[src/rtl/queue_ctl.sv]
// W-bit, N-entry FIFO with valid/ready on both sides, zero-latency output,
// live occupancy count, registered almost-full/almost-empty flags and a synchronous flush.
module queue_ctl #(
   parameter  int unsigned W  = 1,
   parameter  int unsigned N  = 2,
   parameter  int unsigned AF = N,
   parameter  int unsigned AE = 0,
   localparam int unsigned CW = $clog2(N + 1)
) (
   input  logic          clk,
   input  logic          rst,
   input  logic          clk_en,
   input  logic          flush,
   input  logic          i_valid,
   output logic          i_ready,
   input  logic [W-1:0]  i,
   output logic          o_valid,
   input  logic          o_ready,
   output logic [W-1:0]  o,
   output logic [CW-1:0] count,
   output logic          almost_full,
   output logic          almost_empty
);

   // Elaboration-time parameter sanity checks
   if (W == 0) begin : g_bad_w
      $error("queue_ctl: W must be >= 1");
   end
   if (N == 0) begin : g_bad_n
      $error("queue_ctl: N must be >= 1");
   end
   if (AF == 0 || AF > N) begin : g_bad_af
      $error("queue_ctl: AF must satisfy 1 <= AF <= N");
   end
   if (AE >= N) begin : g_bad_ae
      $error("queue_ctl: AE must satisfy 0 <= AE <= N-1");
   end

   logic          enq;
   logic          deq;
   logic [CW-1:0] count_q, count_d;
   logic          full_q, full_d;
   logic          o_valid_q, o_valid_d;
   logic          af_q, af_d;
   logic          ae_q, ae_d;

   // Full queue still accepts when the consumer drains in the same cycle
   assign i_ready = !flush && (!full_q || o_ready);
   assign enq     = clk_en && i_valid && i_ready;
   assign deq     = clk_en && o_valid_q && o_ready;

   always_comb begin
      count_d = count_q;
      if (flush) begin
         count_d = '0;
      end else if (enq && !deq) begin
         count_d = count_q + CW'(1);
      end else if (deq && !enq) begin
         count_d = count_q - CW'(1);
      end
      full_d    = (count_d == CW'(N));
      o_valid_d = (count_d != '0);
      af_d      = (count_d >= CW'(AF));
      ae_d      = (count_d <= CW'(AE));
   end

   always_ff @(posedge clk or posedge rst) begin
      if (rst) begin
         count_q   <= '0;
         full_q    <= 1'b0;
         o_valid_q <= 1'b0;
         af_q      <= 1'b0;
         ae_q      <= 1'b1;
      end else if (clk_en) begin
         count_q   <= count_d;
         full_q    <= full_d;
         o_valid_q <= o_valid_d;
         af_q      <= af_d;
         ae_q      <= ae_d;
      end
   end

   assign o_valid      = o_valid_q;
   assign count        = count_q;
   assign almost_full  = af_q;
   assign almost_empty = ae_q;

   if (N == 1) begin : g_single
      logic [W-1:0] data_q;

      // Storage is never reset; o_valid qualifies its contents
      always_ff @(posedge clk) begin
         if (enq) begin
            data_q <= i;
         end
      end

      assign o = data_q;
   end else begin : g_ring
      localparam int unsigned AW = $clog2(N);

      logic [W-1:0]  mem_q [N];
      logic [AW-1:0] rd_q, rd_d;
      logic [AW-1:0] wr_q, wr_d;

      // Pointers wrap on an explicit compare so any depth works
      always_comb begin
         rd_d = rd_q;
         wr_d = wr_q;
         if (flush) begin
            rd_d = '0;
            wr_d = '0;
         end else begin
            if (enq) begin
               wr_d = (wr_q == AW'(N - 1)) ? '0 : wr_q + AW'(1);
            end
            if (deq) begin
               rd_d = (rd_q == AW'(N - 1)) ? '0 : rd_q + AW'(1);
            end
         end
      end

      always_ff @(posedge clk or posedge rst) begin
         if (rst) begin
            rd_q <= '0;
            wr_q <= '0;
         end else if (clk_en) begin
            rd_q <= rd_d;
            wr_q <= wr_d;
         end
      end

      always_ff @(posedge clk) begin
         if (enq) begin
            mem_q[wr_q] <= i;
         end
      end

      assign o = mem_q[rd_q];
   end

endmodule

[config.mk]
export PLATFORM = sky130hd
export DESIGN_NAME = queue_ctl
export DESIGN_NICKNAME = d
export VERILOG_FILES = /design/src/rtl/queue_ctl.sv
export SDC_FILE = /design/constraint.sdc
export NUM_CORES = 1
export LEC_CHECK = 0
export CAP_MARGIN = 5
export CORE_MARGIN = 2
export CORE_UTILIZATION = 45
export CTS_BUF_LIST = sky130_fd_sc_hd__clkbuf_4
export DETAILED_ROUTE_END_ITERATION = 6
export PLACE_DENSITY = 0.76
export RECOVER_POWER = 25
export SLEW_MARGIN = 15
export SYNTH_ARGS = -nofsm -noshare
export SYNTH_HDL_FRONTEND = slang
export SYNTH_SLANG_ARGS = --single-unit
export TNS_END_PERCENT = 50
[constraint.sdc]
create_clock -name clk -period 1.75 [get_ports clk]
set_input_delay 0.35 -clock clk [delete_from_list [all_inputs] [get_ports clk]]
set_output_delay 0.35 -clock clk [all_outputs]
set_load 0.01 [all_outputs]
==> results_dict.tcl, run 1 <==
set metrics [dict create \
    finalSetupTns_ns 0 \
    clk_pin_slew_ns 0.07 \
    crit_family "buffers and inverters" \
    wl_um 1430 \
    hpwl_um 1010 \
    period_share 0.961 \
    hp-class "in -> async" \
    min_period_ns 1.68 \
    cts_num_sinks 10 \
    antenna_found_initial 0 \
    critPathRequiredTime_ns 1.40 \
    clk_path_buf_depth 2 \
    ys_ff_latch 10 \
    gp_congestion 0.782 \
    synth.avg_cell_area_um2 10.4 \
    relSlewSlack 0.796 \
    area_growth_pct 34.8 \
    rsz0062_at_grt "no" \
    initial_core_util 0.483 \
    synth-warning-count 0 \
    ys_types 37 \
    root_buffer "clkbuf_4" \
    ioPinCount 14 \
    cp-end-kind "output pin" \
    status "completed" \
    power.density_nw_per_um2 1090 \
    finalMaxSlewViolations 0 \
    synth-async-reset-ratio 0.800 \
    vias 561 \
    p_leak_nw 0.367 \
    synth_nets 68 \
    wire_per_inst_um 14.6 \
    max_stage_delay_ns 0.59 \
    path_class "reg -> out" \
    crit_path_max_fanout 7 \
    row_count 13 \
    netlist_instances 61 \
    clk_latency_ns 0.27 \
    first_iter_violations 19 \
    fp.dieH_um 41.6 \
    maxCapViolations 0 \
    via_per_inst 5.72 \
    synth_edf_count 2 \
    layout_common_cells "clkdlybuf4s50_1 (9), buf_4 (9), dfrtp_1 (5)" \
    ys_seq_area_frac 0.411 \
    grt_start_max_net_pins 12 \
    final_layout_size_suffix_gt1_frac 0.253 \
    clock-skew-final_ns 0.0129 \
    layoutNonFillerInstCount 98 \
    syn_area_um2 637 \
    die_x_um 41.6 \
    num_antenna_cells 0 \
    fmax_ghz 0.595 \
    vdd_drop_max_mv 0.605 \
    fillers 112 \
    core_area_um2 1320 \
    gr-total-overflow 0 \
    grt_pass1_vias 488 \
    start_kind "register" \
    final_hold_viol_count 0 \
    numPortBuffers 13 \
    cp_slowest_cell "clkdlybuf4s50_1" \
    synth_flop_cell "dfrtp_1" \
    cts_made_buffers 3 \
    crit_chain "clkdlybuf4s50_1" \
    tightest_slew_ns 0.305 \
    grt_pass1_wl_um 2190 \
    setup_viol 0 \
    cts_max_level 1 \
    postCtsHoldBufs 0 \
    ant_nets 0 \
    crit_arrival_ns 1.33 \
    dp_cells 94 \
    fin_nets 91 \
    tritoncts "done" \
    path_buf_inv 1 \
    grt_usage 0.167 \
    drc 0 \
    die_area_um2 1730 \
    drtPass1Iterations 5 \
]
[kinds of logic (layout without fill, tap and decap cells)]
group | count (synthesis) | after routing | synth area share
and+or+nand+nor | 20 | 20 | 0.206
AOI/OAI and AO/OA | 17 | 17 | 0.216
DFF | 10 | 10 | 0.411
buffers and inverters | 8 | 30 | 0.0786
xor gates and xnor gates | 4 | 4 | 0.0550
muxes | 2 | 2 | 0.0334
[synthesized netlist by cell type, types with 2 or more instances]
cell type	n	area share
a21oi_1	2	0.016
buf_6	2	0.035
dfrtp_1	7	0.28
edfxtp_1	2	0.094
inv_1	4	0.024
nand2_1	2	0.012
nand2b_1	2	0.020
nor2b_1	4	0.039
nor3_1	3	0.024
o22ai_1	2	0.020
o2bb2ai_1	3	0.041
xor2_1	3	0.041
[area by class of cell]
cell class,instances,area [µm²],area share
multi-input combinational,43,333,0.388
inverter,4,15.0,0.0175
timing repair buffer,22,198,0.230
tap,15,18.8,0.0219
sequential,10,264,0.308
clock buffer,4,30.0,0.0350
[path summary, 6_finish.rpt]
| kind | to | cells after the start | startpoint | slack [ns] |
|---|---|---|---|---|
| worst max register to register | full_q | 4 | o_valid | 0.15 |
| worst max-delay path | count[1] | 1 | count[1] | 0.07 |
| max in group asynchronous | almost_empty | 2 | rst | 1.02 |
| min in group clk | almost_full | 1 | almost_full | 0.50 |
| worst min register to register | almost_full | 1 | almost_full | 0.50 |
| worst min-delay path | g_ring.rd_q | 2 | rst | 0.45 |
[registers in the layout, indices dropped and copies added (netlist names)]
| signal | cells |
|---|---|
| count | 2 |
| g_ring.mem_q | 2 |
| almost_empty | 1 |
| almost_full | 1 |
| full_q | 1 |
| g_ring.rd_q | 1 |
| g_ring.wr_q | 1 |
| o_valid | 1 |
[where the power goes]
part           internal [W]  leakage (nW)  switching (W)
clock network      0.000104        0.0184      0.0000809
logic              0.000216         0.230       0.000151
registers          0.000297         0.118      0.0000832
total              0.000617         0.367       0.000316
[per-layer routing]
metal,track usage,wire length [µm],vias up
met2,0.234,649,14
met1,0.247,691,272
met3,0.0826,85,0
li1,-,-,275
met5,0,0,-
met4,0,0,0
[per-stage QoR]
stage	util	worst slack, ns	hold WS, ns	instance area (µm²)	power (W)
floorplan	-	0.266	0.165	637	0.000595
global placement	0.621	-0.247	0.482	818	0.000734
detailed placement	0.621	-0.261	0.481	818	0.000741
CTS	0.642	0.00382	0.324	846	0.000920
global route	0.651	0.0235	0.490	858	0.000989
finish	0.651	0.0682	0.452	858	0.000932
[what timing repair did]
action | CTS | global route
hold endpoints to repair | 0 | 0
pin swaps | 0 | 2
buffers inserted | 0 | 0
setup endpoints to repair | 2 | 4
gates resized for setup | 2 | 4
Power figures use the tool's default switching activity.
==> run 2, diff against run 1 <==
==> constraint.sdc (replaced) <==
create_clock -name clk -period 1.7 [get_ports clk]
set_input_delay 0.34 -clock clk [delete_from_list [all_inputs] [get_ports clk]]
set_output_delay 0.34 -clock clk [all_outputs]
set_load 0.01 [all_outputs]
==> run 2 against run 1 <==
Net effect: non-clock buffer count is 4 higher; register-to-register slack about the same; count of clock-buffer cells in the layout shrank 1; sequential cell count unchanged; sequential power hardly changed; critical path type is now in -> reg.
==> results_dict.tcl, run 2 (same netlist as run 1, synthesis figures left out) <==
set metrics [dict create \
    status "completed" \
    critPathCapture "full_q" \
    root_buffer "clkbuf_4" \
    area_growth_pct 40.7 \
    fp.dieH_um 41.6 \
    place_area_um2 841 \
    drc 0 \
    crit_chain "clkdlybuf4s50_1, and4bb_1, a211oi_4, xor2_1, o32ai_1" \
    layout_common_cells "buf_4 (12), clkdlybuf4s50_1 (8), inv_1 (4), dfrtp_1 (4)" \
    final_layout_size_suffix_gt1_frac 0.299 \
    grt_pass1_vias 547 \
    timing.rr.end "full_q" \
    die_x_um 41.6 \
    grt_pass1_wl_um 2500 \
    postCtsHoldBufs 0 \
    setup_viol 0 \
    ant_nets 0 \
    dr_wl_met3_um 73 \
    crit_arrival_ns 1.78 \
    hpwl_um 1060 \
    min_period_ns 1.62 \
    gp_congestion 0.787 \
    ff2ff_setup_slack_ns 0.16 \
    worstRegToRegCells 4 \
    fin_area_um2 896 \
    critPathRequiredTime_ns 1.86 \
    path_class "in -> reg" \
    vias 573 \
    gr-total-overflow 0 \
    via_per_inst 5.62 \
    numPortBuffers 13 \
    max_stage_delay_ns 0.50 \
    antenna_found_initial 0 \
    row_count 13 \
    ioPinCount 14 \
    cp-end-kind "register" \
    r2r_start "o_valid" \
    top_layer_used "met4" \
    tritoncts "done" \
    fmax_ghz 0.617 \
    grt_usage 0.190 \
    cts_made_buffers 3 \
    p_leak_nw 0.388 \
    hp-class "in -> async" \
    layoutNonFillerInstCount 102 \
    crit_path_max_fanout 4 \
    wl_met2_um 700 \
    rsz0062_at_grt "no" \
    met1_length_um 687 \
    clk_pin_slew_ns 0.07 \
    final_common_cell "buf_4" \
    wl_um 1470 \
    dp_cells 97 \
    drtPass1Iterations 4 \
    tightest_slew_ns 0.309 \
    finalMaxSlewViolations 0 \
    cts_max_level 1 \
    wire_per_inst_um 14.4 \
    first_iter_violations 22 \
    maxCapViolations 0 \
    relSlewSlack 0.794 \
    start_kind "input port" \
    power.density_nw_per_um2 1100 \
    cts_num_sinks 10 \
    design_power_total_w 0.000981 \
    clock-skew-final_ns 0.0148 \
    period_share 0.953 \
    vdd_drop_max_mv 0.653 \
    clk_path_buf_depth 2 \
    cp_slowest_cell "clkdlybuf4s50_1" \
    place_ws_ns -0.306 \
    fin_nets 95 \
    setup_ws_ns 0.0791 \
    num_antenna_cells 0 \
    clk_latency_ns 0.27 \
    final_hold_viol_count 0 \
    core_area_um2 1320 \
    cp-startpoint "i_valid" \
    grt_start_max_net_pins 10 \
    die_area_um2 1730 \
    initial_core_util 0.483 \
]
-- run 2: worst min-delay path by stage --
stage                        endpoint  slack (ns)  cells after the start
final                     g_ring.rd_q        0.44                      2
after global routing      g_ring.rd_q        0.50                      2
after CTS                     o_valid        0.31                      2
after detailed placement  almost_full        0.48                      1
after global placement    almost_full        0.48                      1
after floorplan           almost_full        0.15                      1
-- run 2: area by class of cell --
cell class | instances | area (µm²)
clock buffer | 3 | 22.5
clock inverter | 1 | 3.75
fill | 103 | 422
inverter | 4 | 15.0
multi-input combinational | 43 | 335
sequential | 10 | 265
tap | 15 | 18.8
timing repair buffer | 26 | 235
-- run 2: report_power, final --
group          internal, W  leakage, nW  switching (W)  total (W)
Sequential        0.000308        0.117      0.0000750   0.000383
Clock            0.0000846       0.0154      0.0000816   0.000166
Combinational     0.000258        0.255       0.000173   0.000431
Total             0.000651        0.388       0.000330   0.000981
-- run 2: what timing repair did --
action | in CTS | in global routing
buffers inserted | 0 | 1
setup endpoints to repair | 3 | 7
pin swaps | 0 | 3
resized for setup | 4 | 7
endpoints found under the hold margin | 0 | 0
-- run 2: per-layer routing --
metal  vias to the layer above  track usage
met2                        15        0.284
met1                       274        0.256
met4                         0       0.0387
met5                         -            0
li1                        282            -
met3                         2       0.0826
-- run 2: worst max-delay path, delay by kind of cell --
kind | cells | cell delay [ns]
compound gates | 2 | 0.59
xor+xnor | 1 | 0.12
buf+inv | 1 | 0.50
simple gates | 1 | 0.23
-- run 2: metrics by stage --
stage,util,hold slack [ns],TNS [ns]
after floorplan,-,0.155,0
after global placement,0.638,0.482,-1.33
after detailed placement,0.638,0.481,-1.50
after CTS,0.663,0.313,-0.00811
after global routing,0.680,0.498,0
final,0.680,0.443,0
